File: src/rtl/id_ex_ctrl_stage_if.sv
// ID/EX control-stage bus: decode-side control bundle in, registered EX-side bundle,
// stall request and debug counters out.
interface id_ex_ctrl_stage_if #(
  parameter int unsigned REG_ADDR_W = 5,
  parameter int unsigned CNT_W      = 16
);
  logic                  id_valid;
  logic [6:0]            id_opcode;
  logic [1:0]            id_alu_op;
  logic                  id_reg_dst, id_branch, id_mem_read, id_mem_2_reg;
  logic                  id_mem_write, id_alu_src, id_reg_write, id_jump;
  logic [REG_ADDR_W-1:0] id_rs1, id_rs2, id_rd;
  logic                  ex_flush;

  logic                  stall;
  logic                  ex_valid;
  logic [1:0]            ex_alu_op;
  logic                  ex_reg_dst, ex_branch, ex_mem_read, ex_mem_2_reg;
  logic                  ex_mem_write, ex_alu_src, ex_reg_write, ex_jump;
  logic [REG_ADDR_W-1:0] ex_rs1, ex_rs2, ex_rd;
  logic [CNT_W-1:0]      stall_cnt, flush_cnt;

  modport master (
    output id_valid, id_opcode, id_alu_op, id_reg_dst, id_branch, id_mem_read,
           id_mem_2_reg, id_mem_write, id_alu_src, id_reg_write, id_jump,
           id_rs1, id_rs2, id_rd, ex_flush,
    input  stall, ex_valid, ex_alu_op, ex_reg_dst, ex_branch, ex_mem_read,
           ex_mem_2_reg, ex_mem_write, ex_alu_src, ex_reg_write, ex_jump,
           ex_rs1, ex_rs2, ex_rd, stall_cnt, flush_cnt
  );

  modport slave (
    input  id_valid, id_opcode, id_alu_op, id_reg_dst, id_branch, id_mem_read,
           id_mem_2_reg, id_mem_write, id_alu_src, id_reg_write, id_jump,
           id_rs1, id_rs2, id_rd, ex_flush,
    output stall, ex_valid, ex_alu_op, ex_reg_dst, ex_branch, ex_mem_read,
           ex_mem_2_reg, ex_mem_write, ex_alu_src, ex_reg_write, ex_jump,
           ex_rs1, ex_rs2, ex_rd, stall_cnt, flush_cnt
  );
endinterface

File: src/rtl/id_ex_ctrl_stage.sv
// ID/EX pipeline register for the control bundle, with load-use stall detection,
// bubble insertion on stall/flush and saturating stall/flush counters.
module id_ex_ctrl_stage #(
  parameter int unsigned REG_ADDR_W = 5,
  parameter int unsigned CNT_W      = 16
) (
  input logic                clk,
  input logic                arst_n,
  id_ex_ctrl_stage_if.slave  bus
);

  typedef enum logic [6:0] {
    OP_STORE  = 7'b0100011,
    OP_RTYPE  = 7'b0110011,
    OP_BRANCH = 7'b1100011,
    OP_JAL    = 7'b1101111
  } opcode_e;

  typedef struct packed {
    logic [1:0] alu_op;
    logic       reg_dst;
    logic       branch;
    logic       mem_read;
    logic       mem_2_reg;
    logic       mem_write;
    logic       alu_src;
    logic       reg_write;
    logic       jump;
  } ctrl_t;

  opcode_e               id_op;
  ctrl_t                 id_ctrl;
  ctrl_t                 ex_ctrl;
  logic                  ex_valid;
  logic [REG_ADDR_W-1:0] ex_rs1, ex_rs2, ex_rd;
  logic [CNT_W-1:0]      stall_cnt, flush_cnt;
  logic                  uses_rs1, uses_rs2, hazard, stall;

  always_comb begin
    id_op   = opcode_e'(bus.id_opcode);
    id_ctrl = '{alu_op:    bus.id_alu_op,
                reg_dst:   bus.id_reg_dst,
                branch:    bus.id_branch,
                mem_read:  bus.id_mem_read,
                mem_2_reg: bus.id_mem_2_reg,
                mem_write: bus.id_mem_write,
                alu_src:   bus.id_alu_src,
                reg_write: bus.id_reg_write,
                jump:      bus.id_jump};
  end

  // A flush discards the ID instruction, so the hazard it would cause is moot.
  always_comb begin
    uses_rs1 = (id_op != OP_JAL);
    uses_rs2 = (id_op == OP_RTYPE) || (id_op == OP_BRANCH) || (id_op == OP_STORE);
    hazard   = bus.id_valid && ex_valid && ex_ctrl.mem_read && (ex_rd != '0) &&
               ((uses_rs1 && (ex_rd == bus.id_rs1)) || (uses_rs2 && (ex_rd == bus.id_rs2)));
    stall    = hazard && !bus.ex_flush;
  end

  always_ff @(posedge clk) begin
    if (!arst_n) begin
      ex_valid  <= 1'b0;
      ex_ctrl   <= '0;
      ex_rs1    <= '0;
      ex_rs2    <= '0;
      ex_rd     <= '0;
      stall_cnt <= '0;
      flush_cnt <= '0;
    end else begin
      if (bus.ex_flush || stall) begin
        ex_valid <= 1'b0;
        ex_ctrl  <= '0;
        ex_rs1   <= '0;
        ex_rs2   <= '0;
        ex_rd    <= '0;
      end else begin
        ex_valid <= bus.id_valid;
        ex_ctrl  <= bus.id_valid ? id_ctrl : '0;
        ex_rs1   <= bus.id_rs1;
        ex_rs2   <= bus.id_rs2;
        ex_rd    <= bus.id_rd;
      end
      if (stall && (stall_cnt != '1))
        stall_cnt <= stall_cnt + CNT_W'(1);
      if (bus.ex_flush && (flush_cnt != '1))
        flush_cnt <= flush_cnt + CNT_W'(1);
    end
  end

  assign bus.stall        = stall;
  assign bus.ex_valid     = ex_valid;
  assign bus.ex_alu_op    = ex_ctrl.alu_op;
  assign bus.ex_reg_dst   = ex_ctrl.reg_dst;
  assign bus.ex_branch    = ex_ctrl.branch;
  assign bus.ex_mem_read  = ex_ctrl.mem_read;
  assign bus.ex_mem_2_reg = ex_ctrl.mem_2_reg;
  assign bus.ex_mem_write = ex_ctrl.mem_write;
  assign bus.ex_alu_src   = ex_ctrl.alu_src;
  assign bus.ex_reg_write = ex_ctrl.reg_write;
  assign bus.ex_jump      = ex_ctrl.jump;
  assign bus.ex_rs1       = ex_rs1;
  assign bus.ex_rs2       = ex_rs2;
  assign bus.ex_rd        = ex_rd;
  assign bus.stall_cnt    = stall_cnt;
  assign bus.flush_cnt    = flush_cnt;

endmodule

File: src/flat_wrapper.sv
// flat-port wrapper written by rule: the top's interface ports become plain ports
module id_ex_ctrl_stage_flat 
#(
  parameter int unsigned REG_ADDR_W = 5,
  parameter int unsigned CNT_W      = 16
)
  (clk, arst_n, bus_id_valid, bus_id_opcode, bus_id_alu_op, bus_id_reg_dst, bus_id_branch, bus_id_mem_read, bus_id_mem_2_reg, bus_id_mem_write, bus_id_alu_src, bus_id_reg_write, bus_id_jump, bus_id_rs1, bus_id_rs2, bus_id_rd, bus_ex_flush, bus_stall, bus_ex_valid, bus_ex_alu_op, bus_ex_reg_dst, bus_ex_branch, bus_ex_mem_read, bus_ex_mem_2_reg, bus_ex_mem_write, bus_ex_alu_src, bus_ex_reg_write, bus_ex_jump, bus_ex_rs1, bus_ex_rs2, bus_ex_rd, bus_stall_cnt, bus_flush_cnt);
  id_ex_ctrl_stage_if #(.REG_ADDR_W(REG_ADDR_W), .CNT_W(CNT_W)) bus_i ();
  input logic clk;
  input logic arst_n;
  input wire logic [$bits(bus_i.id_valid)-1:0] bus_id_valid;
  input wire logic [$bits(bus_i.id_opcode)-1:0] bus_id_opcode;
  input wire logic [$bits(bus_i.id_alu_op)-1:0] bus_id_alu_op;
  input wire logic [$bits(bus_i.id_reg_dst)-1:0] bus_id_reg_dst;
  input wire logic [$bits(bus_i.id_branch)-1:0] bus_id_branch;
  input wire logic [$bits(bus_i.id_mem_read)-1:0] bus_id_mem_read;
  input wire logic [$bits(bus_i.id_mem_2_reg)-1:0] bus_id_mem_2_reg;
  input wire logic [$bits(bus_i.id_mem_write)-1:0] bus_id_mem_write;
  input wire logic [$bits(bus_i.id_alu_src)-1:0] bus_id_alu_src;
  input wire logic [$bits(bus_i.id_reg_write)-1:0] bus_id_reg_write;
  input wire logic [$bits(bus_i.id_jump)-1:0] bus_id_jump;
  input wire logic [$bits(bus_i.id_rs1)-1:0] bus_id_rs1;
  input wire logic [$bits(bus_i.id_rs2)-1:0] bus_id_rs2;
  input wire logic [$bits(bus_i.id_rd)-1:0] bus_id_rd;
  input wire logic [$bits(bus_i.ex_flush)-1:0] bus_ex_flush;
  output wire logic [$bits(bus_i.stall)-1:0] bus_stall;
  output wire logic [$bits(bus_i.ex_valid)-1:0] bus_ex_valid;
  output wire logic [$bits(bus_i.ex_alu_op)-1:0] bus_ex_alu_op;
  output wire logic [$bits(bus_i.ex_reg_dst)-1:0] bus_ex_reg_dst;
  output wire logic [$bits(bus_i.ex_branch)-1:0] bus_ex_branch;
  output wire logic [$bits(bus_i.ex_mem_read)-1:0] bus_ex_mem_read;
  output wire logic [$bits(bus_i.ex_mem_2_reg)-1:0] bus_ex_mem_2_reg;
  output wire logic [$bits(bus_i.ex_mem_write)-1:0] bus_ex_mem_write;
  output wire logic [$bits(bus_i.ex_alu_src)-1:0] bus_ex_alu_src;
  output wire logic [$bits(bus_i.ex_reg_write)-1:0] bus_ex_reg_write;
  output wire logic [$bits(bus_i.ex_jump)-1:0] bus_ex_jump;
  output wire logic [$bits(bus_i.ex_rs1)-1:0] bus_ex_rs1;
  output wire logic [$bits(bus_i.ex_rs2)-1:0] bus_ex_rs2;
  output wire logic [$bits(bus_i.ex_rd)-1:0] bus_ex_rd;
  output wire logic [$bits(bus_i.stall_cnt)-1:0] bus_stall_cnt;
  output wire logic [$bits(bus_i.flush_cnt)-1:0] bus_flush_cnt;
  assign bus_i.id_valid = bus_id_valid;
  assign bus_i.id_opcode = bus_id_opcode;
  assign bus_i.id_alu_op = bus_id_alu_op;
  assign bus_i.id_reg_dst = bus_id_reg_dst;
  assign bus_i.id_branch = bus_id_branch;
  assign bus_i.id_mem_read = bus_id_mem_read;
  assign bus_i.id_mem_2_reg = bus_id_mem_2_reg;
  assign bus_i.id_mem_write = bus_id_mem_write;
  assign bus_i.id_alu_src = bus_id_alu_src;
  assign bus_i.id_reg_write = bus_id_reg_write;
  assign bus_i.id_jump = bus_id_jump;
  assign bus_i.id_rs1 = bus_id_rs1;
  assign bus_i.id_rs2 = bus_id_rs2;
  assign bus_i.id_rd = bus_id_rd;
  assign bus_i.ex_flush = bus_ex_flush;
  assign bus_stall = bus_i.stall;
  assign bus_ex_valid = bus_i.ex_valid;
  assign bus_ex_alu_op = bus_i.ex_alu_op;
  assign bus_ex_reg_dst = bus_i.ex_reg_dst;
  assign bus_ex_branch = bus_i.ex_branch;
  assign bus_ex_mem_read = bus_i.ex_mem_read;
  assign bus_ex_mem_2_reg = bus_i.ex_mem_2_reg;
  assign bus_ex_mem_write = bus_i.ex_mem_write;
  assign bus_ex_alu_src = bus_i.ex_alu_src;
  assign bus_ex_reg_write = bus_i.ex_reg_write;
  assign bus_ex_jump = bus_i.ex_jump;
  assign bus_ex_rs1 = bus_i.ex_rs1;
  assign bus_ex_rs2 = bus_i.ex_rs2;
  assign bus_ex_rd = bus_i.ex_rd;
  assign bus_stall_cnt = bus_i.stall_cnt;
  assign bus_flush_cnt = bus_i.flush_cnt;
  id_ex_ctrl_stage #(.REG_ADDR_W(REG_ADDR_W), .CNT_W(CNT_W)) u_core (.clk(clk), .arst_n(arst_n), .bus(bus_i));
endmodule
File: config.mk
export PLATFORM = sky130hd
export DESIGN_NAME = id_ex_ctrl_stage_flat
export DESIGN_NICKNAME = d
export VERILOG_FILES = /design/src/rtl/id_ex_ctrl_stage_if.sv /design/src/rtl/id_ex_ctrl_stage.sv /design/src/flat_wrapper.sv
export SDC_FILE = /design/constraint.sdc
export NUM_CORES = 1
export LEC_CHECK = 0
export ABC_AREA = 1
export CAP_MARGIN = 30
export CORE_ASPECT_RATIO = 1.2
export CORE_MARGIN = 5
export CORE_UTILIZATION = 35
export DETAILED_ROUTE_END_ITERATION = 8
export PLACE_DENSITY = 0.65
export SLEW_MARGIN = 20
export SYNTH_ARGS = -nofsm -noshare
export SYNTH_HDL_FRONTEND = slang
export SYNTH_SLANG_ARGS = --single-unit
File: constraint.sdc
create_clock -name clk -period 1.7 [get_ports clk]
set_input_delay 0.51 -clock clk [delete_from_list [all_inputs] [get_ports clk]]
set_output_delay 0.51 -clock clk [all_outputs]
set_load 0.01 [all_outputs]
Word-level counts from Yosys, hierarchy flattened
Index checks and enable logic that the tools add are counted.
- output and inout port bits: 59
- word-level logic and storage cells: 44
- flip-flop bits (word level): 58
- reduce and logical (&&, ||, !) cells: 17
- equal/unequal tests: 8
- bitwise logic cells: 2
- add/subtract/negate cells: 2
- operator list (cell ; number):
    16-bit by 1-bit adder with 16-bit output (second input constant) ; 2
    16-bit inequality test (second input constant) ; 2
    7-bit by 6-bit == test with 1-bit output (second input constant) ; 2
    5-bit == test ; 2
    1-bit logical AND ; 9
    7-bit == test (second input constant) ; 1
    7-bit inequality test (second input constant) ; 1
    5-bit nonzero test ; 1
    1-bit logical OR ; 4
    3-bit OR reduction ; 1
    1-bit inverter ; 2
    2-bit OR reduction ; 1
    1-bit logical NOT ; 1

Longest topological paths before layout
Gate-level depths: netlist of run 1.
- word-level depth: 9
- depth in mapped cells: 13
- depth with buffers taken out: 13

Worst setup path after synthesis of run 1
Ideal clock, no wire load.
- path kind: input -> output
- start point: input port bus_id_opcode[2]
- end point: output port bus_stall
- arrival: 1.252 ns
- path buffers: 0
- stages: 7
- data required time: 1.190 ns
- setup slack: -0.062 ns
- cell sequence: nor3_1 > nand2_1 > nor2_1 > nand2_2 > nand2_4 > nand2_4 > nor2_4
- cells in the longest elaborated chain, start to end: 7
- ends and longest elaborated chain (item ; RTL line ; text):
    start, declared ; flat_wrapper.sv:12 ; input wire logic [$bits(bus_i.id_opcode)-1:0] bus_id_opcode;
    7-bit by 6-bit == test with 1-bit output or 7-bit == test (tied branches) ; id_ex_ctrl_stage.sv:55 ; uses_rs2 = (id_op == OP_RTYPE) || (id_op == OP_BRANCH) || (id_op == OP_STORE);
    1-bit logical OR (2 in series) ; id_ex_ctrl_stage.sv:55 ;
    1-bit logical AND ; id_ex_ctrl_stage.sv:57 ; ((uses_rs1 && (ex_rd == bus.id_rs1)) || (uses_rs2 && (ex_rd == bus.id_rs2)));
    1-bit logical OR * ; id_ex_ctrl_stage.sv:57 ;
    1-bit logical AND * ; id_ex_ctrl_stage.sv:56 ; hazard = bus.id_valid && ex_valid && ex_ctrl.mem_read && (ex_rd != '0) &&
    1-bit logical AND * ; id_ex_ctrl_stage.sv:58 ; stall = hazard && !bus.ex_flush;
    end, declared ; flat_wrapper.sv:26 ; output wire logic [$bits(bus_i.stall)-1:0] bus_stall;
Every way passes the cells marked *; elsewhere a longest branch is shown, timed or not.

Worst setup path after layout of run 1
- start point: input port bus_id_valid
- end point: output port bus_stall
- cells in the longest elaborated chain, start to end: 5
- ends and longest elaborated chain (item ; RTL line ; text):
    start, declared ; flat_wrapper.sv:11 ; input wire logic [$bits(bus_i.id_valid)-1:0] bus_id_valid;
    1-bit logical AND (4 in series) ; id_ex_ctrl_stage.sv:56 ;
    1-bit logical AND ; id_ex_ctrl_stage.sv:58 ;
Every way passes these cells.

==> results of run 1 <==
[cells by family (layout without fill, tap and decap cells)]
logic type	Yosys count	count (layout)
buffers and inverters	96	243
XOR/XNOR	6	6
AO/OA/AOI/OAI	41	41
flip-flops	58	58
AND/OR/NAND/NOR	213	215
adder cells (fa/ha/maj)	2	2
[layer usage]
| metal | vias up | global-route usage |
|---|---|---|
| met1 | 1375 | 0.1750 |
| met3 | 10 | 0.03696 |
| met4 | 0 | 0.06178 |
| li1 | 1574 | - |
| met2 | 97 | 0.2729 |
| met5 | - | 0 |
[cells in the final DEF (no fill, tap or decap), types with 7 or more instances in the layout]
cell type and n:
dlygate4sd2_1 44, o21ai_0 8, clkdlybuf4s50_1 19, clkbuf_8 10, nand2_1 78, nor2_2 27, inv_2 14, dfxtp_1 42
dfxtp_2 13, nor2_1 43, dlymetal6s2s_1 14, nand3_1 13, buf_4 41, clkbuf_2 7, o21ai_1 16, nand2_2 8
a21oi_1 11, nor3_1 8, inv_1 72, nand4_1 15
[power by group]
group / leakage [nW] / internal [W] / switching, W
Combinational: 1.87 / 0.000190 / 0.000164
Sequential: 0.480 / 0.00138 / 0.0000138
Clock: 0.109 / 0.000861 / 0.000546
Total: 2.46 / 0.00243 / 0.000723
[how the worst min path moves through the flow]
stage                             from                       to
2_1_floorplan  u_core.bus.flush_cnt[0]  u_core.bus.flush_cnt[0]
3_3_place_gp   u_core.bus.flush_cnt[3]  u_core.bus.flush_cnt[3]
3_5_place_dp   u_core.bus.flush_cnt[3]  u_core.bus.flush_cnt[3]
4_1_cts                  bus_id_rs1[2]     u_core.bus.ex_rs1[2]
5_1_grt                  bus_id_rs1[0]     u_core.bus.ex_rs1[0]
6_report                 bus_id_rs1[0]     u_core.bus.ex_rs1[0]
[per-stage QoR]
step	hold WS [ps]	utilization	area, um^2
3_3_place_gp	488.6	0.5159	4183
2_1_floorplan	499.6	-	2910
6_report	423.7	0.5656	4586
4_1_cts	422.1	0.5480	4443
3_5_place_dp	500.7	0.5159	4183
5_1_grt	415.0	0.5656	4586
[worst register-to-register path: cells and delay by family, from the launching register on]
family,cells,cell delay (ps)
AND/OR/NAND/NOR,6,570
buffers and inverters,5,610
flip-flops,1,370
[area by class of cell]
type	count	share of cell area
Multi-Input combinational cell	264	0.3239
Timing Repair Buffer	138	0.2693
Sequential cell	58	0.2592
Inverter	89	0.07394
Clock buffer	11	0.03083
Tap cell	95	0.02592
Clock inverter	5	0.01692
[what timing repair did]
| action | CTS | global route |
|---|---|---|
| endpoints found under the setup margin | 86 | 64 |
| gates resized for setup | 105 | 64 |
| hold endpoints to repair | 0 | 0 |
| gates cloned | 0 | 2 |
| hold buffers | 0 | 0 |
| pin swaps | 23 | 26 |
| setup buffers | 13 | 3 |
==> flow_metrics.py, run 1 <==
metrics = {
    "run_status": {
        "status": "finished with violations",
        "violations": "negative setup slack",
    },
    "synth": {
        "postSynthAreaPerCell_um2": 6.996,
        "synth_common_cells": "83 x nand2_1, 76 x inv_1, 58 x dfxtp_1",
        "yosysSeqAreaShare": 0.3990,
        "yosys.area_share.simple": 0.3624,
        "synth_top_family_by_area": "simple AND/OR/NAND/NOR gates",
        "synth_cell_types": 34,
        "synth_top_area_share": 0.3990,
        "ys_ff_latch": 58,
        "ys_warn_count": 0,
        "synth_area_um2": 2910,
        "mappedNetlistNets": 454,
        "synthAdderAreaFrac": 0.008598,
        "netlist_instances": 416,
        "synth_xor_area_frac": 0.01806,
        "ys_async_sr_fraction": 0,
        "synth-edff-count": 0,
        "muxShareOfSynthArea": 0,
        "ys.flop_type": "dfxtp_1",
        "synth_top_area_cell": "dfxtp_1",
        "synthTopCellsByArea": "dfxtp_1 40%, nand2_1 11%, inv_1 9.8%, nor2_1 6.6%, nor2_2 4.7%",
        "synth_compound_area_frac": 0.08169,
        "yosysMostFrequentCell": "nand2_1",
    },
    "clocking": {
        "insertion_delay_ps": 330,
        "cts_sinks": 58,
        "cts-root-buf": "clkbuf_8",
        "path_clk_slew_ps": 60,
        "cts_tree": "yes",
        "clock_path_buffers": 2,
        "h-tree-depth": 3,
        "numCtsBuffers": 9,
    },
    "sta": {
        "clock.fmax_mhz": 502.5,
        "slew_headroom": 0.8330,
        "maxSlewViolCount": 0,
        "setup_violations": 1,
        "post-route-min-period_ps": 1990,
        "tns_ps": -290.2,
        "fin_ws_ps": -290.2,
        "fin_worst_skew_ps": 8.617,
        "rsz0062_at_grt": "true",
        "tightest_slew_ps": 247.0,
        "hold_violations": 0,
        "finalCritPeriodShare": 1.171,
    },
    "cells_and_area": {
        "multiInputGateArea_um2": 1485,
        "nFillCells": 777,
        "top_regs": "u_core.bus.flush_cnt (16), u_core.bus.stall_cnt (16)",
        "final_nets": 598,
        "drive_above_1_share": 0.2973,
        "diodes": 0,
        "regArea_um2": 1189,
        "syn_to_final_growth_pct": 57.57,
        "layoutNonFillerInstCount": 660,
    },
    "placement": {
        "place_ws_ps": -1074,
        "port_buffers": 94,
        "dp_hpwl_mm": 5.667,
        "gp_congestion": 0.8519,
        "placed_cells": 629,
    },
    "drt": {
        "dr.max_layer_used": "met4",
        "vias_per_cell": 4.630,
        "routed-wl-met3_um": 484,
        "post_drt_wl_per_cell_um": 12.05,
        "drc": 0,
        "drt_pass1_iterations": 7,
        "dr_wl_met2_mm": 4.001,
        "drtAntennaViolNets": 0,
        "routed_wl_mm": 7.952,
        "wirelength_met1_mm": 3.333,
        "vias": 3056,
        "drtIter0Drc": 116,
    },
    "global_route": {
        "first_global_vias": 2910,
        "grt_remaining_overflow": 0,
        "antenna_found_initial": 0,
        "grt_first_pass_wirelength_mm": 12.69,
        "track_usage": 0.1531,
        "grt_max_degree": 16,
    },
    "critical_path": {
        "critical_path_cell_count": 6,
        "cp_slowest_stage_delay_ps": 480,
        "critPathMaxFanout": 2,
        "slowest_stage": "clkdlybuf4s50_1",
        "ff2ff_path_depth": 11,
        "r2r-start": "u_core.bus.ex_rd[0]",
        "crit_end": "bus_stall",
        "worstSetupPathType": "primary input to output pin",
        "critical_path.top_delay_family": "buffers and inverters",
        "rrSetupSlack_ps": 100,
        "crit_start": "bus_id_valid",
        "worstSetupStartpointType": "primary input",
        "required_ps": 1190,
        "crit_arrival_ps": 1480,
        "crit_chain": "clkdlybuf4s50_1, nand4_1, inv_2, nand2_4, nor2_4, buf_6",
        "critical_path.endpoint_type": "output pin",
        "r2r_end": "u_core.bus.ex_alu_op[1]",
        "worst-path-buf-inv": 3,
    },
    "floorplanning": {
        "initial_core_util": 0.3590,
        "io_pins": 95,
        "coreArea_um2": 8108,
        "die_area_um2": 10250,
        "rows": 36,
        "dieWidth_um": 93.24,
        "die_h_um": 109.9,
    },
    "pwr": {
        "power_w": 0.003156,
        "peakVddDrop_v": 0.0004870,
        "p_per_area_nw_per_um2": 688.3,
        "leakagePower_nw": 2.461,
    },
    "run": {
        "cap_viol_max_count": 0,
    },
    "hold_path": {
        "holdPathStages": 3,
        "min_path_type": "primary input to register",
    },
}
(Power assumes the default switching activity.)
==> run 2: changes to the inputs <==
CTS_CLUSTER_SIZE = 14   (was not set)
==> results of run 2 <==
The final DEF is identical to that of run 1; final timing and power are the same.
==> run 3: changes to the inputs <==
ABC_CLOCK_PERIOD_IN_PS = 1700   (was not set)
==> results of run 3 <==
The final DEF is identical to that of run 1; final timing and power are the same.
